$ cat config.mk
export PLATFORM = sky130hd
export DESIGN_NAME = sens_logic_unit
export DESIGN_NICKNAME = d
export VERILOG_FILES = /design/src/rtl/slu_pkg.sv /design/src/rtl/slu_reduce.sv /design/src/rtl/sens_logic_unit.sv
export SDC_FILE = /design/constraint.sdc
export NUM_CORES = 1
export LEC_CHECK = 0
export BUFFER_PORTS_ARGS = -buffer_cell sky130_fd_sc_hd__buf_2
export CORE_MARGIN = 2
export CORE_UTILIZATION = 33
export CTS_BUF_LIST = sky130_fd_sc_hd__clkbuf_2 sky130_fd_sc_hd__clkbuf_4 sky130_fd_sc_hd__clkbuf_8
export DETAILED_ROUTE_END_ITERATION = 12
export PLACE_DENSITY = 0.62
export SETUP_SLACK_MARGIN = 0.2
export SLEW_MARGIN = 0
export SYNTH_ARGS = -nofsm -noshare
export SYNTH_HDL_FRONTEND = slang
export SYNTH_HIERARCHICAL = 1
export SYNTH_SLANG_ARGS = --single-unit
$ cat constraint.sdc
create_clock -name clk -period 2.8 [get_ports clk]
set_input_delay 0.56 -clock clk [delete_from_list [all_inputs] [get_ports clk]]
set_output_delay 0.56 -clock clk [all_outputs]
set_load 0.01 [all_outputs]
$ cat src/rtl/slu_pkg.sv
// Shared types for the sensitivity logic unit: reduction mode encoding and FSM states.
package slu_pkg;

    typedef enum logic [1:0] {
        MODE_AND  = 2'd0,
        MODE_OR   = 2'd1,
        MODE_XOR  = 2'd2,
        MODE_NAND = 2'd3
    } mode_e;

    typedef enum logic {
        PRIME = 1'b0,
        RUN   = 1'b1
    } state_e;

endpackage

$ cat src/rtl/slu_reduce.sv
// Combinational bitwise fold of N W-bit operands; the mode selects AND, OR, XOR or NAND.
module slu_reduce
    import slu_pkg::*;
#(
    parameter int unsigned W = 8,
    parameter int unsigned N = 2
) (
    input  logic [N*W-1:0] in_data_i,
    input  logic [1:0]     mode_i,
    output logic [W-1:0]   y_o
);

    logic [W-1:0] and_r;
    logic [W-1:0] or_r;
    logic [W-1:0] xor_r;

    always_comb begin
        and_r = '1;
        or_r  = '0;
        xor_r = '0;
        for (int unsigned i = 0; i < N; i++) begin
            and_r = and_r & in_data_i[i*W +: W];
            or_r  = or_r  | in_data_i[i*W +: W];
            xor_r = xor_r ^ in_data_i[i*W +: W];
        end
    end

    always_comb begin
        y_o = '0;
        unique case (mode_e'(mode_i))
            MODE_AND:  y_o = and_r;
            MODE_OR:   y_o = or_r;
            MODE_XOR:  y_o = xor_r;
            MODE_NAND: y_o = ~and_r;
            default:   y_o = '0;
        endcase
    end

endmodule

$ cat src/rtl/sens_logic_unit.sv
// Registered reduction that re-evaluates only on a sensitive operand change, a mode change,
// a forced request or the priming edge after reset; flags when the held result is stale.
module sens_logic_unit
    import slu_pkg::*;
#(
    parameter int unsigned W     = 8,
    parameter int unsigned N     = 2,
    parameter int unsigned CNT_W = 16
) (
    input  logic             clk,
    input  logic             rst_n,
    input  logic [N*W-1:0]   in_data_i,
    input  logic [N-1:0]     sens_mask_i,
    input  logic [1:0]       mode_i,
    input  logic             force_eval_i,
    output logic [W-1:0]     y_o,
    output logic             y_valid_o,
    output logic             stale_o,
    output logic [CNT_W-1:0] eval_cnt_o
);

    state_e           state_q;
    logic [N*W-1:0]   prev_data_q;
    logic [1:0]       prev_mode_q;
    logic [W-1:0]     y_q;
    logic             y_valid_q;
    logic             stale_q, stale_d;
    logic [CNT_W-1:0] cnt_q, cnt_d;
    logic [N-1:0]     delta;
    logic             trigger;
    logic [W-1:0]     red;

    slu_reduce #(
        .W (W),
        .N (N)
    ) u_reduce (
        .in_data_i (in_data_i),
        .mode_i    (mode_i),
        .y_o       (red)
    );

    always_comb begin
        delta = '0;
        for (int unsigned i = 0; i < N; i++) begin
            delta[i] = (in_data_i[i*W +: W] != prev_data_q[i*W +: W]);
        end
    end

    assign trigger = (state_q == PRIME) | force_eval_i | (mode_i != prev_mode_q) |
                     (|(delta & sens_mask_i));

    always_comb begin
        cnt_d   = (cnt_q == '1) ? cnt_q : cnt_q + CNT_W'(1);
        // Sticky until the next evaluation, even if the operand reverts.
        stale_d = stale_q | (|(delta & ~sens_mask_i));
    end

    always_ff @(posedge clk or negedge rst_n) begin
        if (!rst_n) begin
            state_q     <= PRIME;
            prev_data_q <= '0;
            prev_mode_q <= '0;
            y_q         <= '0;
            y_valid_q   <= 1'b0;
            stale_q     <= 1'b0;
            cnt_q       <= '0;
        end else begin
            state_q     <= RUN;
            prev_data_q <= in_data_i;
            prev_mode_q <= mode_i;
            if (trigger) begin
                y_q       <= red;
                y_valid_q <= 1'b1;
                stale_q   <= 1'b0;
                cnt_q     <= cnt_d;
            end else begin
                y_valid_q <= 1'b0;
                stale_q   <= stale_d;
            end
        end
    end

    assign y_o        = y_q;
    assign y_valid_o  = y_valid_q;
    assign stale_o    = stale_q;
    assign eval_cnt_o = cnt_q;

endmodule

==> flow_summary_export.csv <==
group,metric,value,unit
status,outcome,"finished clean",
global_route,grt_overflow,0,
sta,clock.fmax,0.4516,GHz
power,finalPower,1.667,mW
drt,firstDrtPassIters,4,
sta,hold_ws,0.4115,ns
global_route,antenna_found_initial,0,
sta,finalMaxSlewViolations,0,
synthesis,ys.flop_type,"dfrtp_1",
place,pre_cts_slack,0.2615,ns
place,place_congestion,0.7878,
drt,viasPerCell,4.491,
clocking,cts_num_sinks,45,
floorplanning,die_w,88.32,um
drt,drcViolationCount,0,
critical_path,start_kind,"register",
critical_path,cpMaxStageDelayCell,"or4b_2",
power,comb_power_share,23.5,%
drt,routed_wl,4.624,mm
critical_path,cp.required,2.97,ns
synthesis,ys_seq_area_share,48.00,%
global_route,grt_max_degree,46,
place,place_area,0.002675,mm^2
critical_path,crit_arrival,2.38,ns
power,seqPwrFrac,50.6,%
place,placed_cells,373,
power,power_density,600.5,mW/mm^2
sta,skew,0.01219,ns
critical_path,crit_buf_inv,0,
layout,area_growth,18.35,%
synthesis,synth_edf_count,0,
synthesis,synth_area_leaders,"dfrtp_1 48%, ha_1 9.1%, nand2_1 7.7%, xor2_1 7.5%, xnor2_1 4.1%",
power,sw_frac_of_total,31.02,%
synthesis,ys_ff_latch,45,
global_route,grt_pass1_vias,1593,
synthesis,synth_top_cell_area_share,48.00,%
worst_hold_path,min_path_type,"in2async",
clocking,cts_made_buffers,5,
drt,wire_per_inst,12.14,um
power,p_switching,517.2,uW
global_route,grt_pass1_wl,7.803,mm
floorplanning,rows,30,
drt,vias,1711,
floorplanning,io_pins,49,
critical_path,end_kind,"register",
critical_path,path_cells,"ha_1 > and4_1 > nand3_1 > nor2_1 > or4b_2 > xnor2_1",
drt,drt-initial-drc-count,75,
critical_path,cp_max_fo,7,
clocking,cts_resized,0,
clocking,cts_tree,"yes",
sta,layout_min_cycle_time,2.215,ns
critical_path,path_delay_family,"simple AND/OR/NAND/NOR gates",
power,leakagePower,1.314,nW
power,peakVddDrop,244.6,uV
floorplanning,start_util,34.34,%
synthesis,ys_async_sr_fraction,100.0,%
synthesis,synth_most_common_cell,"nand2_1",
layout,final_cell_count_no_fill,381,
layout,fin_util,40.64,%
synthesis,ys.warnings.count,6,
synthesis,syn-instance-count,232,
sta,timing.setup.tns,0,ns
synthesis,synth_cell_types,31,
sta,rsz0062_at_grt,"false",
sta,finalSetupViolations,0,
clocking,clk_latency,0.29,ns
layout,layout.nets,324,
flow_run,drv_cap,0,
sta,finalCritPeriodShare,79.09,%
clocking,clock_tree.buffer_depth,2,
critical_path,crit_type,"reg2reg",
layout,final_area,0.002776,mm^2
synthesis,synth_area_leader_cell,"dfrtp_1",
critical_path,cp_slowest_stage_delay,0.66,ns
floorplanning,die_area,0.007800,mm^2
global_route,grt_usage,12.95,%
place,io_buffer_count,48,
clocking,holdBufCountCts,0,
floorplanning,die_y,88.32,um
place,dpl.hpwl,3.614,mm
layout,antennaDiodeCount,0,
layout,drive_gt1_share,22.81,%
synthesis,avgSynthCellArea,10.11,um^2
synthesis,syn_area,0.002346,mm^2
sta,slew_headroom,33.19,%
clocking,htreeDepth,2,
clocking,cts_root_buffer,"clkbuf_8",
synthesis,syn_nets,272,
power,internal_power,1.150,mW
drt,antenna_left,0,
sta,worst_pin_slew,1.002,ns
power,clockPowerShare,25.9,%
floorplanning,core-area,0.006832,mm^2
synthesis,synth_top_cells_by_count,"48 x nand2_1, 45 x dfrtp_1, 20 x xor2_1",
clocking,cts_setup_buffers,0,
sta,setup_ws,0.5855,ns
clocking,clk_pin_slew,0.09,ns
sta,hold_violations,0,
-- flip-flops by register name (all words and copies together) (netlist names) --
name	flops
eval_cnt_o	16
prev_data_q	16
y_o	8
prev_mode_q	2
stale_o	1
state_q	1
y_valid_o	1
-- cells in the final DEF, fill, tap and decap left out, types with 2 or more instances in the layout --
cell type and count:
a31oi_1 2, and3_1 4, and4_1 2, buf_2 48, buf_4 3, clkbuf_8 7
dfrtp_1 45, ha_1 17, inv_1 16, mux2_2 2, nand2_1 48, nand3_1 5
nand4_1 5, nor2_1 4, nor2b_1 2, nor3_1 2, nor4_1 5, o211ai_1 7
o21ai_0 9, o21ai_1 8, or3_1 3, or4_1 2, xnor2_1 11, xor2_1 20
-- per-layer routing --
metal	wire, um	global-route usage [%]
met5	0	0
met2	2141	19.96
met4	66	4.132
met1	2197	18.09
met3	218	3.078
-- final cells by class --
class / instances / area, um^2
well taps: 96 / 120.1
multi-input cells: 164 / 1102
inverters: 17 / 63.81
flip-flops and latches: 45 / 1126
repair buffers: 51 / 262.8
fillers: 713 / 4055
clock buffers: 7 / 96.34
clock inverters: 1 / 5.005
-- power by group through the flow --
stage / combinational [mW] / clock [mW] / sequential, mW
3_5_place_dp: 0.402 / 0 / 0.856
6_report: 0.392 / 0.432 / 0.843
2_1_floorplan: 0.199 / 0 / 0.877
4_1_cts: 0.402 / 0.452 / 0.844
3_3_place_gp: 0.389 / 0 / 0.855
5_1_grt: 0.447 / 0.480 / 0.861
-- kinds of logic after synthesis --
logic type                 count (synthesis)  synth area share [%]
muxes                                      2                0.9599
AOI/OAI and AO/OA                         27                 7.520
buffers and inverters                     23                 5.013
and+or+nand+nor                           86                 17.71
DFF                                       45                 48.00
xor gates and xnor gates                  31                 11.57
other                                      1                0.1598
adders and majority gates                 17                 9.066
-- final timing paths --
path	start	endpoint	slack, ns	depth (start not counted)
setup reg to reg	eval_cnt_o[0]	eval_cnt_o[3]	0.59	6
hold / removal	rst_n	prev_data_q[10]	0.41	1
setup / recovery	eval_cnt_o[0]	eval_cnt_o[3]	0.59	6
hold reg to reg	y_o[5]	y_o[5]	0.47	2
min in group clk	in_data_i[9]	prev_data_q[9]	0.42	1
max in group asynchronous	rst_n	prev_data_q[0]	1.74	1
Power figures use the tool's default switching activity.
